## src/rtl/dmem_arb_pkg.sv

```systemverilog
`default_nettype none
// ============================================================================
// Module   : dmem_arb_pkg
// Brief    : Shared state encoding and port indices for the DataMemory arbiter.
// Revision : 1.0 - initial release
// ============================================================================
package dmem_arb_pkg;

    typedef enum logic [1:0] {
        IDLE   = 2'd0,
        GRANT0 = 2'd1,
        GRANT1 = 2'd2
    } arb_state_t;

    localparam logic PORT_CPU = 1'b0;
    localparam logic PORT_LDR = 1'b1;

endpackage
`default_nettype wire

```

## src/rtl/dmem_arbiter_rr_pick2.sv

```systemverilog
`default_nettype none
// ============================================================================
// Module   : rr_pick2
// Brief    : Combinational two-way round-robin chooser; `last` is the port
//            served most recently and loses a tie.
// Revision : 1.0 - initial release
// ============================================================================
module rr_pick2 (
    input  logic [1:0] req,
    input  logic       last,
    output logic       valid,
    output logic       winner
);

    always_comb begin
        valid  = |req;
        winner = req[1];
        if (&req) begin
            winner = ~last;
        end
    end

endmodule
`default_nettype wire

```

## src/rtl/dmem_arbiter.sv

```systemverilog
`default_nettype none
// ============================================================================
// Module   : dmem_arbiter
// Brief    : Round-robin arbiter sharing one DataMemory port between the CPU
//            (port 0) and the loader/debug engine (port 1). Optional access
//            statistics are enabled with the DMEM_ARB_STATS_EN macro.
// Revision : 1.0 - initial release
// ============================================================================
module dmem_arbiter
    import dmem_arb_pkg::*;
#(
    parameter int ADDR_W = 64,
    parameter int DATA_W = 64
) (
    input  logic              CLK,
    input  logic              reset,
    input  logic              req0,
    input  logic              req1,
    input  logic              we0,
    input  logic              we1,
    input  logic [ADDR_W-1:0] addr0,
    input  logic [ADDR_W-1:0] addr1,
    input  logic [DATA_W-1:0] wdata0,
    input  logic [DATA_W-1:0] wdata1,
    output logic              gnt0,
    output logic              gnt1,
    output logic              rvalid0,
    output logic              rvalid1,
    output logic [DATA_W-1:0] rdata0,
    output logic [DATA_W-1:0] rdata1,
    output logic [ADDR_W-1:0] mem_addr,
    output logic [DATA_W-1:0] mem_wdata,
    output logic              mem_read,
    output logic              mem_write,
    input  logic [DATA_W-1:0] mem_rdata,
`ifdef DMEM_ARB_STATS_EN
    output logic [31:0]       gnt_cnt0,
    output logic [31:0]       gnt_cnt1,
    output logic [31:0]       conflict_cnt,
`endif
    output logic              busy
);

    arb_state_t        r_state;
    arb_state_t        w_state_nxt;
    logic              r_last;
    logic              r_we;
    logic [ADDR_W-1:0] r_addr;
    logic [DATA_W-1:0] r_wdata;
    logic              r_rvalid0;
    logic              r_rvalid1;
    logic [DATA_W-1:0] r_rdata0;
    logic [DATA_W-1:0] r_rdata1;

    logic              w_valid;
    logic              w_winner;
    logic              w_capture;
    logic              w_rd_done0;
    logic              w_rd_done1;

    rr_pick2 u_pick (
        .req    ({req1, req0}),
        .last   (r_last),
        .valid  (w_valid),
        .winner (w_winner)
    );

    always_comb begin
        w_state_nxt = r_state;
        w_capture   = 1'b0;
        case (r_state)
            IDLE: begin
                if (w_valid) begin
                    w_capture   = 1'b1;
                    w_state_nxt = (w_winner == PORT_LDR) ? GRANT1 : GRANT0;
                end
            end
            GRANT0, GRANT1: w_state_nxt = IDLE;
            default:        w_state_nxt = IDLE;
        endcase
    end

    // A read completes at the edge closing its GRANT cycle.
    assign w_rd_done0 = (r_state == GRANT0) && !r_we;
    assign w_rd_done1 = (r_state == GRANT1) && !r_we;

    always_ff @(posedge CLK) begin
        if (reset) begin
            r_state   <= IDLE;
            r_last    <= 1'b1;
            r_we      <= 1'b0;
            r_addr    <= '0;
            r_wdata   <= '0;
            r_rvalid0 <= 1'b0;
            r_rvalid1 <= 1'b0;
            r_rdata0  <= '0;
            r_rdata1  <= '0;
        end else begin
            r_state <= w_state_nxt;
            if (w_capture) begin
                r_last  <= w_winner;
                r_we    <= (w_winner == PORT_CPU) ? we0    : we1;
                r_addr  <= (w_winner == PORT_CPU) ? addr0  : addr1;
                r_wdata <= (w_winner == PORT_CPU) ? wdata0 : wdata1;
            end
            r_rvalid0 <= w_rd_done0;
            r_rvalid1 <= w_rd_done1;
            if (w_rd_done0) begin
                r_rdata0 <= mem_rdata;
            end
            if (w_rd_done1) begin
                r_rdata1 <= mem_rdata;
            end
        end
    end

    // Address/data come straight from the capture registers so they hold while idle.
    assign gnt0      = (r_state == GRANT0);
    assign gnt1      = (r_state == GRANT1);
    assign busy      = (r_state != IDLE);
    assign mem_addr  = r_addr;
    assign mem_wdata = r_wdata;
    assign mem_write = busy && r_we;
    assign mem_read  = busy && !r_we;
    assign rvalid0   = r_rvalid0;
    assign rvalid1   = r_rvalid1;
    assign rdata0    = r_rdata0;
    assign rdata1    = r_rdata1;

`ifdef DMEM_ARB_STATS_EN
    logic [31:0] r_gnt_cnt0;
    logic [31:0] r_gnt_cnt1;
    logic [31:0] r_conflict_cnt;

    always_ff @(posedge CLK) begin
        if (reset) begin
            r_gnt_cnt0     <= '0;
            r_gnt_cnt1     <= '0;
            r_conflict_cnt <= '0;
        end else begin
            if (r_state == GRANT0) begin
                r_gnt_cnt0 <= r_gnt_cnt0 + 32'd1;
            end
            if (r_state == GRANT1) begin
                r_gnt_cnt1 <= r_gnt_cnt1 + 32'd1;
            end
            if ((r_state == IDLE) && req0 && req1) begin
                r_conflict_cnt <= r_conflict_cnt + 32'd1;
            end
        end
    end

    assign gnt_cnt0     = r_gnt_cnt0;
    assign gnt_cnt1     = r_gnt_cnt1;
    assign conflict_cnt = r_conflict_cnt;
`endif

endmodule
`default_nettype wire

```

## config.mk

```make
export PLATFORM = sky130hd
export DESIGN_NAME = dmem_arbiter
export DESIGN_NICKNAME = d
export VERILOG_FILES = /design/src/rtl/dmem_arb_pkg.sv /design/src/rtl/dmem_arbiter_rr_pick2.sv /design/src/rtl/dmem_arbiter.sv
export SDC_FILE = /design/constraint.sdc
export NUM_CORES = 1
export LEC_CHECK = 0
export CAP_MARGIN = 10
export CORE_AREA = 2 2 230 232
export CTS_BUF_LIST = sky130_fd_sc_hd__clkbuf_8
export DETAILED_ROUTE_END_ITERATION = 8
export DIE_AREA = 0 0 232 234
export PLACE_DENSITY = 0.54
export SYNTH_ARGS = -nofsm -noshare
export SYNTH_HDL_FRONTEND = slang
export SYNTH_SLANG_ARGS = --single-unit
```

## constraint.sdc

```tcl
create_clock -name CLK -period 1.65 [get_ports CLK]
set_input_delay 0.165 -clock CLK [delete_from_list [all_inputs] [get_ports CLK]]
set_output_delay 0.165 -clock CLK [all_outputs]
set_load 0.01 [all_outputs]
```

==> flow_metrics.py <==
metrics = {
    "placement": {
        "dp_hpwl_um": 36000,
        "gp_congestion": 0.843,
        "portBuffers": 588,
        "dpl_cell_area_sq_um": 18100,
    },
    "logic_synthesis": {
        "syn_area_sq_um": 11000,
        "yosysSeqAreaShare_pct": 47.8,
        "synth_top_area_share_pct": 47.8,
        "async_flop_share_pct": 0,
        "ys_ff_latch": 262,
        "synth_area_leaders": "dfxtp_1 48%, nand2_1 18%, a311oi_2 14%",
        "ys.flop_type": "dfxtp_1",
        "synthCells": 1311,
        "syn_nets": 1637,
        "synthTopCellsByCount": "515 x nand2_1, 262 x dfxtp_1, 257 x a21oi_1",
        "ys_types": 24,
        "postSynthAreaPerCell_sq_um": 8.36,
        "yosysWarnings": 0,
        "synth.most_common_cell": "nand2_1",
        "synth_edf_count": 0,
        "synth_top_cell_by_area": "dfxtp_1",
    },
    "cells_and_area": {
        "drive_gt1_share_pct": 14.7,
        "syn_to_final_growth_pct": 73.0,
        "nNetsFinal": 2243,
        "fin_util_pct": 36.5,
        "fin_area_sq_um": 19000,
        "n_fill_cell": 5388,
    },
    "worst_setup_path": {
        "crit_required_ps": 2100,
        "r2r-end": "mem_wdata[5]",
        "worstPathArrival_ps": 2020,
        "cp_slowest_cell": "dfxtp_2",
        "reg2reg_slack_ps": 80,
        "start_kind": "flop",
        "ff2ff_path_depth": 6,
        "slowest_delay_ps": 340,
        "cp_common_cell": "buf_6",
        "r2r-start": "r_state[1]",
        "path_cells": "nor2_4 -> buf_6 -> buf_6 -> and2_4 -> buf_16 -> a311oi_2",
        "crit_fanout": 37,
        "critPathCaptureType": "flop",
        "worstSetupPathType": "flop to flop",
    },
    "sta": {
        "hold_slack_ps": 79.5,
        "post-route-period-util_pct": 95.0,
        "slew_headroom_pct": 59.7,
        "tightest_slew_ps": 604,
        "skew_ps": 19.1,
        "fmax_mhz": 638,
        "drv_slew": 0,
        "final-hold-violation-count": 0,
        "fin_setup_tns_ps": 0,
        "period_needed_ps": 1570,
        "rsz0062_at_grt": "true",
        "setup_viol": 0,
    },
    "global_routing": {
        "gr-total-overflow": 0,
        "grt.total_usage_pct": 17.0,
        "grt_pass1_wl_um": 71500,
        "first_global_vias": 12200,
        "antenna_found_initial": 3,
        "grt_start_max_net_pins": 61,
    },
    "detailed_routing": {
        "num_vias": 11900,
        "ant_nets": 0,
        "drt_iter0_markers": 490,
        "drc": 0,
        "wire_per_inst_um": 18.7,
        "dr.pass1.iters": 5,
        "drt_wl_total_um": 49300,
        "vias_per_cell": 4.51,
    },
    "clock_tree": {
        "cts_tree": "built",
        "htreeDepth": 2,
        "clk_pin_slew_ps": 60,
        "cts_buffer_depth": 3,
        "cts_buffers": 47,
        "cts_root_buf": "clkbuf_8",
        "cts.sinks": 262,
        "insertion_delay_ps": 600,
        "postCtsHoldBufs": 0,
    },
    "pwr": {
        "worst_ir_drop_vdd_mv": 0.442,
        "p_int_mw": 12.1,
        "p_sw_mw": 5.13,
        "p_per_area_nw_per_um2": 908,
        "p_leak_nw": 7.98,
        "p_sw_share_pct": 29.8,
        "totalPowerFinal_mw": 17.2,
        "p_comb_share_pct": 24.2,
        "p_clk_share_pct": 34.6,
        "pwr-share-seq_pct": 41.2,
    },
    "outcome": {
        "status": "completed",
    },
    "min_path": {
        "hold_path_end": "rdata0[50]",
        "hold_path_class": "input pin to flop",
        "holdPathStages": 2,
        "hp-start": "reset",
    },
    "floorplanning": {
        "die_h_um": 234,
        "dieArea_sq_um": 54300,
        "io_pins": 589,
        "start_util_pct": 21.1,
        "fp.dieW_um": 232,
        "num_rows": 84,
        "fp.coreArea_sq_um": 52000,
    },
    "flow_run": {
        "maxCapViolations": 0,
    },
}
==> state kept, by name (all words and copies together) (netlist names) <==
signal and cells:
r_we 1, rdata1 64, mem_addr 64, rdata0 64
rvalid0 1, rvalid1 1, r_state 2, mem_wdata 64
r_last 1
==> power by group through the flow <==
| stage | registers, mW | logic [mW] | clock network [mW] |
|---|---|---|---|
| CTS | 7.09 | 4.11 | 6.20 |
| finish | 7.09 | 4.17 | 5.96 |
| detailed placement | 7.23 | 4.38 | 0 |
| global route | 7.15 | 4.51 | 6.47 |
| floorplan | 7.42 | 1.60 | 0 |
| global placement | 7.23 | 4.34 | 0 |
==> metal layers <==
metal / vias up / wire length, um / share of wire (%) / global-route usage, %
met4: 2 / 1340 / 2.7 / 5.53
met2: 473 / 24400 / 49 / 29.9
met1: 5631 / 19400 / 39 / 19.4
li1: 5744 / - / - / -
met3: 80 / 4190 / 8.5 / 5.81
met5: - / 11 / 0.022 / 0
==> logic make-up after synthesis <==
logic type             after synthesis  synth area share [%]
and+or+nand+nor                    531                  18.6
DFF                                262                  47.8
AOI/OAI and AO/OA                  389                  28.1
buffers and inverters              129                  5.46
==> worst max path at each step <==
stage / end / slack, ps / cells after the start / start
6_report: mem_wdata[5] / 80 / 6 / r_state[1]
5_1_grt: gnt0 / -4 / 3 / r_state[0]
4_1_cts: mem_write / 4 / 2 / r_we
3_5_place_dp: mem_addr[14] / -220 / 6 / req0
3_3_place_gp: mem_addr[14] / -170 / 6 / req0
2_1_floorplan: rdata0[10] / 280 / 5 / r_state[0]
==> area by class of cell <==
type                       count  area [sq um]  share of cell area [%]
inverter                       1          3.75                  0.0198
antenna                        2          5.00                  0.0264
multi-input combinational    921          5170                    27.2
sequential                   262          5250                    27.7
tap                          688           861                    4.54
timing repair buffer         684          6760                    35.6
clock buffer                  58           798                    4.21
clock inverter                27           118                   0.620
==> what timing repair did <==
action                                 4_1_cts  5_1_grt
endpoints found under the hold margin        0        0
resized for setup                          294        8
setup endpoints to repair                  284      115
setup buffers                                2        2
cloned                                       1        6
pin swaps                                    1        4
==> cells in the final DEF (no fill, tap or decap), drive strengths merged <==
master         instances
diode                  2
nor3b                  2
and2                   2
dlygate4sd2          255
a21boi                 1
or3b                   2
dfxtp                262
nor3                   1
clkbuf                63
nor4b                  1
clkdlybuf4s50        324
nand2                515
clkdlybuf4s15          4
a21oi                257
nor2                   4
nor2b                  4
buf                   96
clkinvlp               3
inv                   21
a21bo                  1
a311oi               129
or2                    1
a221o                  1
clkinv                 4
==> worst max-delay path, delay by kind of cell, from the launching register on <==
family	cells	cell delay, ps
AOI/OAI and AO/OA	1	140
and+or+nand+nor	2	390
buffers and inverters	3	530
DFF	1	340
==> through the flow <==
stage               setup slack, ps  instances
CTS                            4.13       2633
global placement               -165       2545
floorplan                       282       1311
finish                         82.5       2643
global route                  -3.57       2643
detailed placement             -222       2545
Power figures use the tool's default switching activity.
